===== src/rtl/pp_pipeline_accel_mul_arb.sv =====
// Two-requester round-robin front end for a shared pipelined multiplier.
// A tag pipeline tracks which requester owns each in-flight product so results return in order.
module pp_pipeline_accel_mul_arb #(
  parameter int MUL_LATENCY = 3,
  parameter int A_W         = 20,
  parameter int B_W         = 11,
  parameter int P_W         = 31
) (
  input  logic           ap_clk,
  input  logic           ap_rst_n,
  input  logic           req0_valid,
  input  logic           req1_valid,
  output logic           req0_ready,
  output logic           req1_ready,
  input  logic [A_W-1:0] req0_a,
  input  logic [A_W-1:0] req1_a,
  input  logic [B_W-1:0] req0_b,
  input  logic [B_W-1:0] req1_b,
  output logic           res0_valid,
  output logic           res1_valid,
  input  logic           res0_ready,
  input  logic           res1_ready,
  output logic [P_W-1:0] res_data,
  output logic           mul_ce,
  output logic [A_W-1:0] mul_din0,
  output logic [B_W-1:0] mul_din1,
  input  logic [P_W-1:0] mul_dout,
  output logic           busy
);

  // Handshakes: a transfer happens in a cycle where valid and ready are both high.
  // Ready never waits on anything but mul_ce and the grant; valid is not sticky.

  logic [MUL_LATENCY-1:0] vld;
  logic [MUL_LATENCY-1:0] own;
  logic                   prio;  // 0: requester 0 wins the next contention
  logic                   last_ready;
  logic                   issue_ok;
  logic                   gnt0;
  logic                   gnt1;

  always_comb begin
    last_ready = own[MUL_LATENCY-1] ? res1_ready : res0_ready;
    // Reset forces the multiplier to keep clocking so stale products flush out.
    mul_ce     = !ap_rst_n || !(vld[MUL_LATENCY-1] && !last_ready);
    issue_ok   = ap_rst_n && mul_ce;
    gnt0       = issue_ok && req0_valid && (!req1_valid || !prio);
    gnt1       = issue_ok && req1_valid && (!req0_valid || prio);
    req0_ready = gnt0;
    req1_ready = gnt1;
    mul_din0   = '0;
    mul_din1   = '0;
    if (gnt0) begin
      mul_din0 = req0_a;
      mul_din1 = req0_b;
    end else if (gnt1) begin
      mul_din0 = req1_a;
      mul_din1 = req1_b;
    end
    res0_valid = ap_rst_n && vld[MUL_LATENCY-1] && !own[MUL_LATENCY-1];
    res1_valid = ap_rst_n && vld[MUL_LATENCY-1] &&  own[MUL_LATENCY-1];
    res_data   = mul_dout;
    busy       = |vld;
  end

  always_ff @(posedge ap_clk) begin
    if (!ap_rst_n) begin
      vld  <= '0;
      own  <= '0;
      prio <= 1'b0;
    end else begin
      if (mul_ce) begin
        for (int i = MUL_LATENCY - 1; i > 0; i--) begin
          vld[i] <= vld[i-1];
          own[i] <= own[i-1];
        end
        vld[0] <= gnt0 || gnt1;
        own[0] <= gnt1;
      end
      // The requester just served yields priority to the other one.
      if (gnt0 || gnt1) prio <= gnt0;
    end
  end

endmodule


===== config.mk =====
export PLATFORM = sky130hd
export DESIGN_NAME = pp_pipeline_accel_mul_arb
export DESIGN_NICKNAME = d
export VERILOG_FILES = /design/src/rtl/pp_pipeline_accel_mul_arb.sv
export SDC_FILE = /design/constraint.sdc
export NUM_CORES = 1
export LEC_CHECK = 0
export BUFFER_PORTS_ARGS = -buffer_cell sky130_fd_sc_hd__buf_2
export CAP_MARGIN = 20
export CORE_AREA = 2 2 65 67
export DETAILED_ROUTE_END_ITERATION = 6
export DIE_AREA = 0 0 67 69
export PLACE_DENSITY = 0.84
export SLEW_MARGIN = 20
export SYNTH_ARGS = -nofsm -noshare
export SYNTH_HDL_FRONTEND = slang
export SYNTH_SLANG_ARGS = --single-unit

===== constraint.sdc =====
create_clock -name ap_clk -period 3.5 [get_ports ap_clk]
set_input_delay 0.7 -clock ap_clk [delete_from_list [all_inputs] [get_ports ap_clk]]
set_output_delay 0.7 -clock ap_clk [all_outputs]
set_load 0.005 [all_outputs]

==> insert_results.sql <==
INSERT INTO impl_metrics (metric_group, metric, value, unit) VALUES
('cts', 'post_cts_hold_buffer_count', '0', ''),
('sta', 'grt_setup_unrepaired', 'no', ''),
('floorplanning', 'num_rows', '23', ''),
('final_layout', 'layout_common_cells', 'buf_2, nand2_1, nand3_1', ''),
('detailed_routing', 'drtPass1Iterations', '4', ''),
('worst_setup_path', 'worst_path_largest_cell_delay', '0.62', 'ns'),
('worst_setup_path', 'r2r_slack', '2.02', 'ns'),
('grt', 'antenna_found_initial', '0', ''),
('sta', 'report.final.slew_viol_count', '0', ''),
('floorplanning', 'initial_utilization', '30.9', '%'),
('sta', 'max-slew-margin-rel', '57.0', '%'),
('sta', 'tightest_slew', '0.644', 'ns'),
('final_layout', 'layout_commonest_cell', 'buf_2', ''),
('grt', 'grt_pass1_wl', '5.35', 'mm'),
('synthesis', 'postSynthNetCount', '279', ''),
('min_path', 'worst_hold_stages', '2', ''),
('placed_design', 'port_buffers', '104', ''),
('worst_setup_path', 'cpMostUsedCell', 'buf_2', ''),
('sta', 'finalSetupTns', '0', 'ns'),
('sta', 'finalCritPeriodShare', '75.7', '%'),
('detailed_routing', 'drcViolationCount', '0', ''),
('synthesis', 'number_of_synthesis_warnings', '0', ''),
('cts', 'ctsLongestPathBuffers', '2', ''),
('cts', 'clock_insertion_delay_worst_skew', '0.22', 'ns'),
('grt', 'grt_usage', '14.4', '%'),
('worst_setup_path', 'timing.critical_path.cells', 'buf_2 > a21bo_2 > nand3_1 > a21oi_2 > buf_2', ''),
('sta', 'timing.final.hold_violations', '0', ''),
('worst_setup_path', 'cp_max_fo', '32', ''),
('detailed_routing', 'wl', '3.68', 'mm'),
('synthesis', 'yosysTopAreaCellShare', '20.2', '%'),
('grt', 'via_count_of_the_first_global_routing_pass', '1263', ''),
('synthesis', 'syn-cell-area', '1210', 'sq um'),
('synthesis', 'number_of_synthesized_register_bits', '7', ''),
('worst_setup_path', 'timing.reg2reg.worst_path_depth', '4', ''),
('min_path', 'worst_hold_path_type', 'register to register', ''),
('synthesis', 'synth_area_leaders', 'a21oi_2, buf_4, nand3_1', ''),
('cts', 'tritoncts', 'done', ''),
('worst_setup_path', 'critPathKind', 'input pin to primary output', ''),
('placed_design', 'detailedPlacementHpwl', '2.82', 'mm'),
('cts', 'clkSlewWorstSetupHoldPaths', '0.04', 'ns'),
('cts', 'cts-htree-levels', '1', ''),
('min_path', 'min_to', 'own[1]', ''),
('cts', 'cts_num_sinks', '7', ''),
('worst_setup_path', 'rr_startpoint', 'own[2]', ''),
('synthesis', 'post_synth.cell_area_avg', '6.73', 'sq um'),
('worst_setup_path', 'start_kind', 'input pin', ''),
('synthesis', 'leading_area_contributor_after_synthesis', 'a21oi_2', ''),
('detailed_routing', 'dr.first_iter.drc_count', '16', ''),
('detailed_routing', 'post_route_ant_nets', '0', ''),
('worst_setup_path', 'timing.rr.end', 'own[0]', ''),
('sta', 'finalClockSkew', '0.000853', 'ns'),
('power_and_ir_drop', 'total_leakage_power', '0.785', 'nW'),
('run_status', 'outcome', 'finished clean', ''),
('cts', 'root_driver', 'clkbuf_8', ''),
('final_layout', 'drive_gt1_share', '58.5', '%'),
('worst_setup_path', 'critPathRequiredTime', '2.80', 'ns'),
('worst_setup_path', 'crit_path_max_delay_cell_type', 'a21bo_2', ''),
('power_and_ir_drop', 'cellPowerDensity', '243', 'nW/um^2'),
('floorplanning', 'core', '3910', 'sq um'),
('floorplanning', 'fp.dieArea', '4620', 'sq um'),
('run', 'max_cap_viol_count', '0', ''),
('sta', 'holdWs', '0.469', 'ns'),
('detailed_routing', 'detailroute.via_count', '1454', ''),
('detailed_routing', 'drt-vias-per-instance', '4.91', ''),
('floorplanning', 'fp.dieW', '67', 'microns'),
('cts', 'post_cts_setup_buffer_count', '0', ''),
('detailed_routing', 'route.detailed.wl_per_inst', '12.4', 'microns'),
('cts', 'cts_made_buffers', '3', ''),
('worst_setup_path', 'critPathArrivalTime', '1.95', 'ns'),
('grt', 'sum_of_overflow_across_all_layers_after_global_routing', '0', ''),
('cts', 'cts_resized', '0', '');
worst max path at each step:
stage,start,end,slack [ns],cells after the start
3_3_place_gp,req0_valid,mul_din0[4],0.93,5
6_report,req0_valid,mul_din0[13],0.85,5
3_5_place_dp,req0_valid,mul_din0[13],0.85,5
5_1_grt,req0_valid,mul_din0[8],0.76,5
4_1_cts,req0_valid,mul_din0[13],0.85,5
2_1_floorplan,req1_valid,mul_din0[10],1.27,5
worst max-delay path: cells and delay by family:
kind	cells	cell delay, ns
compound gates	2	0.80
simple gates	1	0.19
buf+inv	2	0.25
layout make-up:
| type | instances | area, sq um |
|---|---|---|
| multi-input cells | 125 | 739 |
| fillers | 432 | 2360 |
| repair buffers | 109 | 558 |
| inverters | 1 | 3.75 |
| clock buffers | 4 | 45.0 |
| well taps | 50 | 62.6 |
| flip-flops and latches | 7 | 140 |
layer usage:
| layer | track usage, % | vias up | part of all wire [%] | wire, microns |
|---|---|---|---|---|
| li1 | - | 713 | - | - |
| met1 | 14.8 | 643 | 36 | 1340 |
| met2 | 27.4 | 86 | 52 | 1930 |
| met3 | 2.61 | 12 | 8.8 | 322 |
| met4 | 5.90 | 0 | 2.5 | 93 |
| met5 | 0 | - | 0 | 0 |
per-stage QoR:
stage / cells / cell area [sq um] / setup WS (ns) / utilization, % / total power [mW]
3_3_place_gp: 292 / 1500 / 0.926 / 38.4 / 0.264
6_report: 296 / 1550 / 0.849 / 39.6 / 0.377
4_1_cts: 296 / 1550 / 0.849 / 39.6 / 0.382
2_1_floorplan: 180 / 1210 / 1.27 / - / 0.223
5_1_grt: 296 / 1550 / 0.757 / 39.6 / 0.406
3_5_place_dp: 292 / 1500 / 0.852 / 38.4 / 0.269
Yosys cell counts:
cell,count
clkbuf_1,8
or3_1,1
o211ai_1,1
dfxtp_1,7
o22ai_1,1
a21oi_1,3
a21boi_2,1
nand3_1,31
nor2_1,2
and3_1,1
buf_4,31
inv_1,1
nand2_1,40
buf_2,4
and2_1,1
a21oi_2,28
buf_6,4
a21bo_2,1
mux2i_2,1
nor2_2,1
o32a_1,1
mux2i_1,3
a21bo_1,1
nand4_1,2
nand3b_1,1
o21ai_0,3
o21a_1,1
report_power, final:
group / internal (mW) / switching [mW] / total, mW / leakage [nW]
logic: 0.0818 / 0.0917 / 0.174 / 0.704
clock network: 0.0786 / 0.0324 / 0.111 / 0.0228
registers: 0.0860 / 0.00616 / 0.0921 / 0.0577
flip-flops by register name (all words and copies together) (netlist names):
register and flops:
prio 1, own 3, vld 3
logic make-up after synthesis:
logic type / share of synthesized area (%)
buffers and inverters: 27.4
flip-flops: 11.6
multiplexers: 3.62
AND/OR/NAND/NOR: 29.5
AO/OA/AOI/OAI: 27.9
Note: power is estimated with default switching activity, not from simulation.
